[config.mk]
export PLATFORM = sky130hd
export DESIGN_NAME = event_capture_unit
export DESIGN_NICKNAME = d
export VERILOG_FILES = /design/src/rtl/event_capture_unit_pkg.sv /design/src/rtl/event_capture_unit_cell.sv /design/src/rtl/event_capture_unit.sv
export SDC_FILE = /design/constraint.sdc
export NUM_CORES = 1
export LEC_CHECK = 0
export BUFFER_PORTS_ARGS = -buffer_cell sky130_fd_sc_hd__buf_2
export CORE_MARGIN = 5
export CORE_UTILIZATION = 55
export CTS_CLUSTER_DIAMETER = 80
export DETAILED_ROUTE_END_ITERATION = 16
export GPL_TIMING_DRIVEN = 0
export PLACE_DENSITY = 0.72
export SKIP_LAST_GASP = 1
export SYNTH_ARGS = -nofsm -noshare
export SYNTH_HDL_FRONTEND = slang
export SYNTH_SLANG_ARGS = --single-unit
export TNS_END_PERCENT = 50
[constraint.sdc]
create_clock -name sys_clk -period 5 [get_ports sys_clk]
set_input_delay 0.25 -clock sys_clk [delete_from_list [all_inputs] [get_ports sys_clk]]
set_output_delay 0.25 -clock sys_clk [all_outputs]
set_load 0.01 [all_outputs]
[src/rtl/event_capture_unit_pkg.sv]
// Shared defaults and constants for the event capture unit.
package event_capture_unit_pkg;

  localparam int unsigned NUM_CH_DEFAULT = 8;
  localparam int unsigned CNT_W_DEFAULT  = 8;

  // Saturation value of a counter at the default width.
  localparam int unsigned CNT_MAX = (1 << CNT_W_DEFAULT) - 1;

endpackage

[src/rtl/event_capture_unit_cell.sv]
// One event channel: sticky pending/overflow flags, saturating counter and
// snapshot shadow register.
module event_capture_cell
  import event_capture_unit_pkg::*;
#(
  parameter int unsigned CNT_W = CNT_W_DEFAULT
) (
  input  logic             clk,
  input  logic             reset,
  input  logic             event_in,
  input  logic             ack,
  input  logic             snap,
  output logic             pending,
  output logic             overflow,
  output logic [CNT_W-1:0] shadow,
  output logic             rise
);

  localparam logic [CNT_W-1:0] SAT = '1;

  logic [CNT_W-1:0] count;
  logic [CNT_W-1:0] count_next;
  logic             pending_base;
  logic             pending_next;
  logic             overflow_next;
  logic [CNT_W-1:0] count_base;

  // Next-state: ack clears first, then a same-cycle event is counted on top.
  always_comb begin
    pending_base  = ack ? 1'b0 : pending;
    count_base    = ack ? '0 : count;
    overflow_next = ack ? 1'b0 : overflow;
    pending_next  = pending_base;
    count_next    = count_base;
    if (event_in) begin
      pending_next = 1'b1;
      if (count_base == SAT) begin
        overflow_next = 1'b1;
      end else begin
        count_next = count_base + 1'b1;
      end
    end
    // Rise is judged against the post-ack value so an ack+event re-arms.
    rise = pending_next & ~pending_base;
  end

  // Channel state and shadow; shadow captures the count held before this edge.
  always_ff @(posedge clk) begin
    if (reset) begin
      pending  <= 1'b0;
      overflow <= 1'b0;
      count    <= '0;
      shadow   <= '0;
    end else begin
      pending  <= pending_next;
      overflow <= overflow_next;
      count    <= count_next;
      if (snap) begin
        shadow <= count;
      end
    end
  end

endmodule

[src/rtl/event_capture_unit.sv]
// Event capture unit top: per-channel cell array, new-event pulse,
// snapshot acknowledge and snapshot readout mux.
module event_capture_unit
  import event_capture_unit_pkg::*;
#(
  parameter int unsigned NUM_CH = NUM_CH_DEFAULT,
  parameter int unsigned CNT_W  = CNT_W_DEFAULT
) (
  input  logic                      sys_clk,
  input  logic                      reset,
  input  logic [NUM_CH-1:0]         event_in,
  input  logic [NUM_CH-1:0]         ack_trig,
  input  logic                      snap_trig,
  input  logic [$clog2(NUM_CH)-1:0] sel,
  output logic [NUM_CH-1:0]         pending_out,
  output logic [NUM_CH-1:0]         overflow_out,
  output logic [CNT_W-1:0]          count_out,
  output logic                      snap_done,
  output logic                      new_event_trig
);

  localparam int unsigned SEL_W = $clog2(NUM_CH);

  logic [NUM_CH-1:0] rise;
  logic [CNT_W-1:0]  shadow_arr [NUM_CH];

  for (genvar g = 0; g < NUM_CH; g++) begin : g_cell
    event_capture_cell #(
      .CNT_W(CNT_W)
    ) u_cell (
      .clk      (sys_clk),
      .reset    (reset),
      .event_in (event_in[g]),
      .ack      (ack_trig[g]),
      .snap     (snap_trig),
      .pending  (pending_out[g]),
      .overflow (overflow_out[g]),
      .shadow   (shadow_arr[g]),
      .rise     (rise[g])
    );
  end

  // One-cycle pulses: any pending rise, and snapshot acknowledge.
  always_ff @(posedge sys_clk) begin
    if (reset) begin
      new_event_trig <= 1'b0;
      snap_done      <= 1'b0;
    end else begin
      new_event_trig <= |rise;
      snap_done      <= snap_trig;
    end
  end

  // Snapshot readout; unmatched select values read as zero.
  always_comb begin
    count_out = '0;
    for (int unsigned i = 0; i < NUM_CH; i++) begin
      if (sel == SEL_W'(i)) begin
        count_out = shadow_arr[i];
      end
    end
  end

endmodule

-- Word level (Yosys, flattened, before mapping)
Cells that the tools add are included.
- bits in registers: 146
- bits in latches: 0
- RAM bits: 0
- bits in read-only memories: 0
- input port bits: 22
- output and inout port bits: 26
- word-level logic and storage cells: 147
- memories kept: 0
- add/subtract/negate cells: 8
- $mul: 0
- divide/modulo/power cells: 0
- order comparisons: 0
- equal/unequal tests: 15
- shift-type cells: 0
- multiplexer cells: 72
- bitwise logic cells: 16
- reductions and logical operators: 2
- operator list (kind ; count):
    $mux W8 ; 32
    $add A8 B1 Y8 const B ; 8
    $eq A8 B8 Y1 const B ; 8
    $mux W1 ; 40
    $eq A3 B3 Y1 const B ; 4
    $and A1 B1 Y1 ; 8
    $not A1 Y1 ; 8
    $reduce_or A8 Y1 ; 1
    $eq A3 B2 Y1 const B ; 2
    $eq A3 B1 Y1 const B ; 1
    $logic_not A3 Y1 ; 1

-- Longest topological paths before layout
- depth after elaboration: 9
- mapped depth: 8
- mapped depth without buffers: 7

-- Hierarchy
From an unflattened synthesis, not the netlist that was laid out.
- cells, all modules: 717
- area, all modules: 6959.2 um2
- by module, submodules not included (module ; times used ; cells an instance ; area each (um2) ; seq. area each (um2)):
    event_capture_cell ; 8 ; 78 ; 762.0 ; 360.3
    event_capture_unit ; 1 ; 93 ; 863.3 ; 40.0

-- Worst setup path after synthesis
No wires, ideal clock.
- kind: input-to-reg
- from: input port ack_trig[4]
- to: register g_cell[4].u_cell.count[5]
- library setup time: 0.123 ns
- data arrival time: 1.515 ns
- data required time: 4.877 ns
- slack: 3.362 ns
- stages: 7
- buffers on the path: 1
- cell sequence: buf_2 nor2b_1 ha_1 nand3b_1 o31a_1 nand3_1 mux2_1
- word-level cells in the longest chain between the ends: 4
- elaborated cells between the ends (all ways): 5
- classes of those cells: add/sub: 1; eq/ne: 1; mux: 3
- ends and longest elaborated chain (element ; RTL line ; RTL):
    from (decl) ; event_capture_unit.sv:12 ; input logic [NUM_CH-1:0] ack_trig,
    $mux W8 (*) ; event_capture_unit_cell.sv:31 ; count_base = ack ? '0 : count;
    $add A8 B1 Y8 or $eq A8 B8 Y1 (tied branches) ; event_capture_unit_cell.sv:40, event_capture_unit_cell.sv:37 ;
    $mux W8 ; event_capture_unit_cell.sv:37 ; if (count_base == SAT) begin
    $mux W8 (*) ; event_capture_unit_cell.sv:35 ; if (event_in) begin
    to (signal assigned) ; event_capture_unit_cell.sv:57 ; count <= count_next;
    to (decl) ; event_capture_unit_cell.sv:21 ; logic [CNT_W-1:0] count;
Mark *: on every way between the ends. The rest lies on a longest branch, timed or not.
A chain may end at the register's enable or synchronous reset.

-- Worst setup path in the final report
- from: register g_cell[2].u_cell.shadow[4]
- to: output port count_out[4]
- word-level cells in the longest chain between the ends: 6
- ends and longest elaborated chain (element ; RTL line ; RTL):
    from (decl) ; event_capture_unit_cell.sv:15 ; output logic [CNT_W-1:0] shadow,
    from (signal assigned) ; event_capture_unit_cell.sv:59 ; shadow <= count;
    $mux W8 (6 in series) ; event_capture_unit.sv:58 ; if (sel == SEL_W'(i)) begin
    to (decl) ; event_capture_unit.sv:17 ; output logic [CNT_W-1:0] count_out,
No other way between the ends.

==> metrics <==
synth top area cells=dfxtp_1 42%, mux2i_1 13%, nor2_1 6.5%; worst vdd ir=275 µV; nature of the critical path endpoint=primary output; Routed Antenna Nets=0; Seq/Total Area, Yosys=41.9%; CTS sink count=146; cells after synthesis=772; top-count cell post-synth=dfxtp_1; post-CTS resize count=0; post-synth cell types=63; fillcell total=1,081; Fin Setup TNS=0 ns; CTS tree=yes; Critical-path top delay cell=mux2_1; initial drt markers=about 420; CTS Buffer Depth=2; Worst Path Required=4.75 ns; Final Hold Vio Count=0; insertion delay to the later sink of the worst-skew pair=0.43 ns; pin count of the biggest net entering global routing=17; period utilization=42.1%; R2R Path Start=g_cell[6].u_cell.count[1]; die height=around 120 µm; Post-layout nets=between 800 and 900; Synth Net Count=about 800; RSZ-0062 raised after global routing=false; first-pass GRT wire length=28,800 µm; worst hold start=ack_trig[5]; Pre-antenna DRT Iters=7; Post-synth ARST share=0%; die area=around 15,000 µm²; worst-path cell chain=mux2_1 -> a221oi_1 -> o22ai_1 -> a21boi_1 -> buf_2; crit path DAT=1.86 ns; Pins Over Slew Limit=0; f_max=between 400 and 500 MHz; Synth top area share=41.9%; Hold Path Class=in2reg; vias in the first global route=between 5k and 6k; Area Growth Syn to Fin=14.4%; Post-Syn Area=6980 µm²; minimum clock period=2.11 ns; Detail Placement HPWL=13,200 µm; Site Rows=just over 40; Syn Area/Cell=9.04 µm²; Worst slew margin=47.5%; Initial Utilization=55.7%; Reg2Reg Setup Slack=roughly 3.1 ns; leakage=between 3 and 4 nW; pwr dens=331 nW/µm²; Die Wd=~120 µm; Max FO, Critical Path=2; hold endpoint=g_cell[5].u_cell.count[6]; kind of start point of the critical path=flop; DR vias/cell=5.84; actual transition at the worst max-transition pin=0.787 ns; Final Wtd Congestion=0.906; layout cells sized above 1=13.6%; WL final=17,900 µm; clock root buffer=clkbuf_16; number of buffers created by CTS=17; # Post-CTS Setup Buffers=0; Final Util=63.7%; Post-synth EDFFs=0; biggest area consumer among synthesized cells=dfxtp_1; Final Skew=around 0.0083 ns; commonest cells in the netlist=146 x dfxtp_1, 120 x nor2_1, 91 x mux2i_1, 44 x nand2_1, 34 x a21oi_1; critical path's largest stage delay=roughly 0.35 ns; DR WL/cell=~18 µm; DR DRC count=0; Vias=5,929; reg2reg end=g_cell[6].u_cell.count[1]; CTS Hold Bufs=0; FF+latch count, synth=146; yosys warns=0; total global routing overflow=0; Max-cap violations=0; Min-Delay Path Depth=2; initial antenna violation count=1; overall global routing resource usage=25.0%; Core Area=around 13,000 µm²; Port Buffers=40; Crit Path Category=reg2out; htree depth=4; I/O pin count=48; r2r worst-path depth=7; Most used DFF post-synth=dfxtp_1; clk slew on worst S/H paths=0.06 ns; setup violators final=0; outcome=finished, final reports clean
layout make-up:
class,count,area (µm²),area share [%]
Sequential cell,146,2920,36.6
Tap cell,172,215,2.70
Antenna cell,1,2.50,0.0314
Inverter,26,97.6,1.22
Timing Repair Buffer,40,200,2.51
Clock buffer,21,450,5.65
Buffer,49,262,3.28
Clock inverter,10,135,1.69
Multi-Input combinational cell,551,3690,46.3
power breakdown:
part,leakage [nW],switching [W],internal [W]
clock,0.275,0.000485,0.000790
combinational,1.79,0.000109,0.0000658
sequential,1.18,0.0000128,0.00118
total,3.25,0.000607,0.00204
critical path, delay by kind of cell, from the launching register on:
kind / cells / cell delay, ns
buffers and inverters: 1 / 0.16
DFF: 1 / 0.33
AOI/OAI and AO/OA: 3 / 0.59
muxes: 1 / 0.35
through the flow:
stage          total power (W)  instance area, µm²  hold WS [ns]  setup slack [ns]  cells
2_1_floorplan          0.00133                6980         0.328              3.36    772
3_3_place_gp           0.00139                7390         0.451              3.10    984
3_5_place_dp           0.00139                7390         0.465              3.06    984
4_1_cts                0.00265                7980        0.0794              2.93   1015
5_1_grt                0.00273                7980         0.103              2.87   1016
6_report               0.00264                7980        0.0906              2.89   1016
routing by layer:
layer / up-vias / track usage, % / wire length, µm
met5: - / 0 / 0
met4: 0 / 12.8 / 693
met3: 46 / 5.25 / 866
met2: 190 / 40.3 / 8550
met1: 2817 / 31.5 / 7780
li1: 2876 / - / -
kinds of logic (layout without fill, tap and decap cells):
kind of cell / Yosys count / in the layout / share of synthesized area (%)
adder cells (fa/ha/maj): 8 / 8 / 1.44
AO/OA/AOI/OAI: 124 / 124 / 12.8
AND/OR/NAND/NOR: 301 / 301 / 22.2
other: 0 / 1 / 0
buffers and inverters: 75 / 146 / 5.15
XOR/XNOR: 23 / 23 / 2.89
multiplexers: 95 / 95 / 13.7
flip-flops: 146 / 146 / 41.9
state kept, by name, indices dropped and copies added (netlist names):
signal,cells
g_cell.u_cell.pending,8
snap_done,1
new_event_trig,1
g_cell.u_cell.overflow,8
g_cell.u_cell.shadow,64
g_cell.u_cell.count,64
worst max-delay path by stage:
stage                     slack, ns                       start                         to  cells after the start
after floorplan                3.36                 ack_trig[4]  g_cell[4].u_cell.count[5]                      7
after global placement         3.10                       reset  g_cell[7].u_cell.overflow                      4
after detailed placement       3.06                       reset  g_cell[4].u_cell.overflow                      4
after CTS                      2.93  g_cell[2].u_cell.shadow[4]               count_out[4]                      5
after global routing           2.87  g_cell[2].u_cell.shadow[4]               count_out[4]                      5
final                          2.89  g_cell[2].u_cell.shadow[4]               count_out[4]                      5
cell usage in the layout, fill, tap and decap left out, types with 9 or more instances in the layout:
master	instances
buf_4	16
dfxtp_1	146
nor3_1	20
clkbuf_16	17
xnor2_1	15
a211oi_1	9
nand3_1	18
inv_1	25
nand2_1	44
clkbuf_1	19
nor2_1	120
buf_2	54
nand4_1	9
or3_1	9
nor2b_1	19
a21oi_1	34
mux2i_1	91
o21ai_0	13
Note: power is estimated with default switching activity, not from simulation.
